===== config.mk =====
export PLATFORM = sky130hd
export DESIGN_NAME = video_input_conditioner
export DESIGN_NICKNAME = d
export VERILOG_FILES = /design/src/rtl/video_pkg.sv /design/src/rtl/sync_polarity.sv /design/src/rtl/video_input_conditioner.sv
export SDC_FILE = /design/constraint.sdc
export NUM_CORES = 1
export LEC_CHECK = 0
export CORE_MARGIN = 8
export CORE_UTILIZATION = 35
export CTS_BUF_LIST = sky130_fd_sc_hd__clkbuf_8
export DETAILED_ROUTE_END_ITERATION = 8
export PLACE_DENSITY = 0.5
export SLEW_MARGIN = 15
export SYNTH_ARGS = -nofsm -noshare
export SYNTH_HDL_FRONTEND = slang
export SYNTH_SLANG_ARGS = --single-unit

===== constraint.sdc =====
create_clock -name clk_video -period 4.9 [get_ports clk_video]
set_clock_uncertainty 0.1 [all_clocks]
set_input_delay 0.735 -clock clk_video [delete_from_list [all_inputs] [get_ports clk_video]]
set_output_delay 0.735 -clock clk_video [all_outputs]
set_load 0.02 [all_outputs]

===== src/rtl/video_pkg.sv =====
// Shared constants for the video front end and the rotator: counter width default
// and the RGB packings the rotator buffer understands.
package video_pkg;

  localparam int CNT_W_DEF = 12;

  // Packed RGB widths: 2/2/2, 3/3/2, 3/3/3 and 4/4/4 bits per channel.
  localparam int DW_RGB222 = 6;
  localparam int DW_RGB332 = 8;
  localparam int DW_RGB333 = 9;
  localparam int DW_RGB444 = 12;

endpackage


===== src/rtl/sync_polarity.sv =====
// Sync polarity detector: an integrator learns which level dominates and the
// registered output is always active-high.
module sync_polarity
  import video_pkg::*;
#(
  parameter int CNT_W = CNT_W_DEF
) (
  input  logic clk_video,
  input  logic reset_n,
  input  logic in,
  output logic out,
  output logic pol
);

  localparam int IW = CNT_W + 4;
  localparam logic signed [IW-1:0] I_MAX = {1'b0, {(IW-1){1'b1}}};
  localparam logic signed [IW-1:0] I_MIN = {1'b1, {(IW-1){1'b0}}};
  localparam logic signed [IW-1:0] I_ONE = {{(IW-1){1'b0}}, 1'b1};

  logic signed [IW-1:0] integ;

  // A dominant-high sync is the idle level of an active-low pulse, so pol=1 inverts it.
  assign pol = !integ[IW-1] && (integ != '0);

  always_ff @(posedge clk_video) begin
    if (!reset_n) begin
      integ <= '0;
      out   <= 1'b0;
    end else begin
      if (in) begin
        if (integ != I_MAX) integ <= integ + I_ONE;
      end else begin
        if (integ != I_MIN) integ <= integ - I_ONE;
      end
      out <= in ^ pol;
    end
  end

endmodule


===== src/rtl/video_input_conditioner.sv =====
// Video input conditioner: single-cycle pixel strobe, active-high aligned syncs,
// registered pixel data and per-frame geometry measurement with a stability flag.
module video_input_conditioner
  import video_pkg::*;
#(
  parameter int WIDTH    = 320,
  parameter int HEIGHT   = 240,
  parameter int DW       = 8,
  parameter int CNT_W    = CNT_W_DEF,
  parameter int STABLE_N = 2
) (
  input  logic             clk_video,
  input  logic             reset_n,
  input  logic             ce_pix,
  input  logic [DW-1:0]    RGB_in,
  input  logic             HBlank,
  input  logic             VBlank,
  input  logic             HSync,
  input  logic             VSync,
  output logic             ce_out,
  output logic [DW-1:0]    RGB_out,
  output logic             hblank_out,
  output logic             vblank_out,
  output logic             hs_out,
  output logic             vs_out,
  output logic [CNT_W-1:0] meas_w,
  output logic [CNT_W-1:0] meas_h,
  output logic             frame_done,
  output logic             width_err,
  output logic             geom_ok
);

  localparam int SW = (STABLE_N < 1) ? 1 : $clog2(STABLE_N + 1);
  localparam logic [SW-1:0]    STAB_MAX = SW'(STABLE_N);
  localparam logic [CNT_W-1:0] CNT_MAX  = '1;
  localparam logic [CNT_W-1:0] WIDTH_C  = CNT_W'(WIDTH);
  localparam logic [CNT_W-1:0] HEIGHT_C = CNT_W'(HEIGHT);

  logic          ce_prev;
  logic [DW-1:0] rgb_d;
  logic          hblank_d;
  logic          vblank_d;
  logic          hs_corr;
  logic          vs_corr;
  logic [1:0]    pol_unused;

  logic [CNT_W-1:0] x;
  logic [CNT_W-1:0] y;
  logic [CNT_W-1:0] line_w;
  logic             err;
  logic [SW-1:0]    stab_cnt;

  logic             line_close;
  logic             frame_close;
  logic             active;
  logic [CNT_W-1:0] line_w_nx;
  logic [CNT_W-1:0] y_nx;
  logic             err_nx;
  logic             match;
  logic [SW-1:0]    stab_nx;

  sync_polarity #(.CNT_W(CNT_W)) u_hs_pol (
    .clk_video (clk_video),
    .reset_n   (reset_n),
    .in        (HSync),
    .out       (hs_corr),
    .pol       (pol_unused[0])
  );

  sync_polarity #(.CNT_W(CNT_W)) u_vs_pol (
    .clk_video (clk_video),
    .reset_n   (reset_n),
    .in        (VSync),
    .out       (vs_corr),
    .pol       (pol_unused[1])
  );

  // Every input is sampled on the ce_pix rising edge; the *_out registers hold the
  // previous pixel's blanking, so comparing against them yields the blank edges.
  always_comb begin
    active      = ~hblank_d & ~vblank_d;
    line_close  = ce_out & hblank_d & ~hblank_out & (x != '0);
    frame_close = ce_out & vblank_d & ~vblank_out;
    line_w_nx   = line_close ? x : line_w;
    y_nx        = (line_close && (y != CNT_MAX)) ? y + 1'b1 : y;
    err_nx      = err | (line_close & (y != '0) & (x != line_w));
    match       = (line_w_nx == WIDTH_C) & (y_nx == HEIGHT_C) & ~err_nx;
    stab_nx     = '0;
    if (match) stab_nx = (stab_cnt == STAB_MAX) ? stab_cnt : stab_cnt + 1'b1;
  end

  assign geom_ok = (stab_cnt == STAB_MAX);

  always_ff @(posedge clk_video) begin
    if (!reset_n) begin
      ce_prev    <= 1'b0;
      ce_out     <= 1'b0;
      rgb_d      <= '0;
      hblank_d   <= 1'b0;
      vblank_d   <= 1'b0;
      RGB_out    <= '0;
      hblank_out <= 1'b0;
      vblank_out <= 1'b0;
      hs_out     <= 1'b0;
      vs_out     <= 1'b0;
      frame_done <= 1'b0;
      meas_w     <= '0;
      meas_h     <= '0;
      width_err  <= 1'b0;
      stab_cnt   <= '0;
      x          <= '0;
      y          <= '0;
      line_w     <= '0;
      err        <= 1'b0;
    end else begin
      ce_prev    <= ce_pix;
      ce_out     <= ce_pix & ~ce_prev;
      rgb_d      <= RGB_in;
      hblank_d   <= HBlank;
      vblank_d   <= VBlank;
      frame_done <= frame_close;

      if (ce_out) begin
        RGB_out    <= rgb_d;
        hblank_out <= hblank_d;
        vblank_out <= vblank_d;
        hs_out     <= hs_corr;
        if (hs_corr && !hs_out) vs_out <= vs_corr;
      end

      line_w <= line_w_nx;
      // Frame close takes the just-closed line into account, then restarts the frame.
      if (frame_close) begin
        meas_w    <= line_w_nx;
        meas_h    <= y_nx;
        width_err <= err_nx;
        stab_cnt  <= stab_nx;
        x         <= '0;
        y         <= '0;
        err       <= 1'b0;
      end else begin
        y   <= y_nx;
        err <= err_nx;
        if (line_close) begin
          x <= '0;
        end else if (ce_out && active && (x != CNT_MAX)) begin
          x <= x + 1'b1;
        end
      end
    end
  end

endmodule


==> flow_metrics.tcl <==
set metrics [dict create \
    status "finished clean" \
    antenna_found_initial 0 \
    cts_buffers 17 \
    synth_cell_type_count 67 \
    synth_edf_count 0 \
    cts_setup_buffers 0 \
    r2r_cells 11 \
    clock_sinks 123 \
    hold_end "ce_out" \
    drc_errors 0 \
    finalMaxSlewViolations 0 \
    ioPinCount 55 \
    slew_headroom 0.420 \
    gp_congestion 0.853 \
    reg2reg_slack_ns 1.89 \
    hpwl_um 10500 \
    antenna_left 0 \
    floorplan.die_area_um2 22600 \
    postSynthCellCount 686 \
    min_path_cells 1 \
    worstPathRequired_ns 5.16 \
    routed-via-count 5006 \
    netlist_area_um2 6330 \
    grt_pass1_vias 4989 \
    ys_top_cells_by_area "dfxtp_1 39%, ha_1 6.5%, xor2_1 5.7%" \
    clk_pin_slew_ns 0.07 \
    synth_nets 736 \
    cts_resized 0 \
    fin_area_um2 7460 \
    async_flop_share 0 \
    crit_slowest_cell "inv_1" \
    h-tree-depth 4 \
    post_dp_cell_area_um2 7040 \
    initial_core_util 0.355 \
    worst_skew_pair.late_latency_ns 0.44 \
    power_leakage_nw 3.15 \
    grt.met1_usage 0.171 \
    clk_path_buf_depth 2 \
    syn_area_per_cell_um2 9.23 \
    cp_top_family "compound AO/OA/AOI/OAI gates" \
    grt_max_degree 50 \
    end_kind "register" \
    reg2reg_to "stab_cnt[0]" \
    syn2layout_area_growth_pct 17.9 \
    drtPass1Iterations 4 \
    total_power_mw 3.23 \
    max_freq_mhz 272 \
    cp_common_cell "mux2i_1" \
    grt_usage 0.136 \
    drive_above_1_share 0.0783 \
    finalSetupTns_ns 0 \
    pwr_density_cell_nw_per_um2 433 \
    port_buffers 54 \
    fin_util 0.418 \
    grt.overflow.total 0 \
    critPathBufInv 2 \
    worstReg2RegStart "x[0]" \
    wl_um 14500 \
    worst_pin_slew_ns 0.870 \
    rsz0062_at_grt "no" \
    worstSetupPathType "input pin to register" \
    yosysMostFrequentCell "dfxtp_1" \
    use_met2 0.214 \
    seq_area_frac_synth 0.389 \
    synth_top_cells_by_count "123 x dfxtp_1, 60 x nand2_1, 50 x a21oi_1, 50 x nor2_1, 41 x xor2_1" \
    gr-max-usage-layer "met2" \
    yosys_warnings 0 \
    die_w_um 150 \
    yosysTopAreaCell "dfxtp_1" \
    synthFlopType "dfxtp_1" \
    diodes 0 \
    nNetsFinal 778 \
    root_buffer "clkbuf_8" \
    min_path_type "register to register" \
    ir_drop_v 0.000198 \
    vias_per_cell 5.16 \
    crit_fanout 17 \
    setup_viol 0 \
    synth_seq_cells 123 \
    placementRows 49 \
    tritoncts "built" \
    min-delay-start "ce_prev" \
    layout_min_cycle_time_ns 3.68 \
    critical-path-max-stage-delay_ns 0.53 \
    die_y_um 150 \
    hold_buffers 0 \
    timing_hold_violations_final 0 \
    grt_first_pass_wirelength_um 24700 \
    dr.first_iter.drc_count 270 \
    grt_use_met3 0.0430 \
    max_cap_violations 0 \
    wl_per_cell_um 15.0 \
    start_kind "input pin" \
    crit_chain "clkdlybuf4s50_1 -> inv_1 -> ha_1 -> a211oi_1 -> o21bai_1 -> o311a_1 -> o311ai_1 -> o21ai_1 -> a21oi_1 -> mux2i_1 -> mux2i_1" \
    fin_crit_sh 0.751 \
    crit_arrival_ns 3.94 \
    core_area_um2 17800 \
    synth.top_cell.area_share 0.389 \
]
## layout make-up
cell class / instances / area (µm²)
clock buffers: 19 / 262
clock inverters: 13 / 166
fillers: 1744 / 10400
inverters: 17 / 63.8
multi-input cells: 512 / 3660
flip-flops and latches: 123 / 2460
well taps: 229 / 287
repair buffers: 57 / 558
## sequential cells by signal, summed over array words and instances, names as in the netlist, 2 cells and up
| signal | flops |
|---|---|
| x | 12 |
| y | 12 |
| RGB_out | 8 |
| meas_h | 12 |
| meas_w | 12 |
| line_w | 12 |
| u_hs_pol.integ | 16 |
| rgb_d | 8 |
| u_vs_pol.integ | 16 |
| stab_cnt | 2 |
## metrics by stage
stage / cells / hold slack [ns] / worst slack (ns)
final: 970 / 0.284 / 1.22
after global routing: 970 / 0.314 / 0.993
after CTS: 970 / 0.289 / 1.27
after detailed placement: 938 / 0.274 / 0.798
after global placement: 938 / 0.273 / 0.901
after floorplan: 686 / 0.267 / 1.70
## layout by cell type (no fill, tap or decap), types with 24 or more instances in the layout
master           Yosys  layout
ha_1                33      33
nor2b_1             27      27
xor2_1              41      41
nor2_1              50      50
a21oi_1             50      50
o211a_1             24      24
mux2i_1             29      29
nand2_1             60      60
clkdlybuf4s50_1      0      53
dfxtp_1            123     123
## metal layers
metal  up-vias  share of wire
li1       2526              -
met1      2369           0.47
met2        92           0.47
met3        19          0.048
met4         0          0.014
met5         -              0
## logic make-up after synthesis
| family | count (synthesis) | share of synthesized area |
|---|---|---|
| buf+inv | 51 | 0.0332 |
| mux | 30 | 0.0482 |
| xor+xnor | 57 | 0.0842 |
| flops | 123 | 0.389 |
| compound gates | 132 | 0.147 |
| fa+ha+maj | 35 | 0.0716 |
| simple gates | 258 | 0.227 |
## worst max path at each step
stage / start / to / slack [ns] / depth (start not counted)
after floorplan: HSync / u_hs_pol.integ[15] / 1.70 / 10
after global placement: HSync / u_hs_pol.integ[15] / 0.90 / 11
after detailed placement: VSync / u_vs_pol.integ[15] / 0.80 / 11
after CTS: VSync / u_vs_pol.integ[15] / 1.27 / 11
after global routing: VSync / u_vs_pol.integ[15] / 0.99 / 11
final: HSync / u_hs_pol.integ[15] / 1.22 / 11
## worst reg2reg max path, stage by stage, from the launching register on
cell      delay [ns]
dfxtp_1         0.49
inv_1           0.08
ha_1            0.19
nor3b_1         0.16
a311oi_4        0.50
buf_4           0.34
nand4_1         0.12
o21ai_0         0.10
nand4_1         0.18
nor4b_4         0.33
a32o_2          0.23
mux2_4          0.15
## power breakdown
group	total [mW]	internal [mW]	leakage (nW)	switching, mW
registers	1.26	1.14	1.01	0.127
clock network	0.968	0.533	0.209	0.435
logic	0.998	0.463	1.93	0.534
total	3.23	2.13	3.15	1.10
Note: power is estimated with default switching activity, not from simulation.
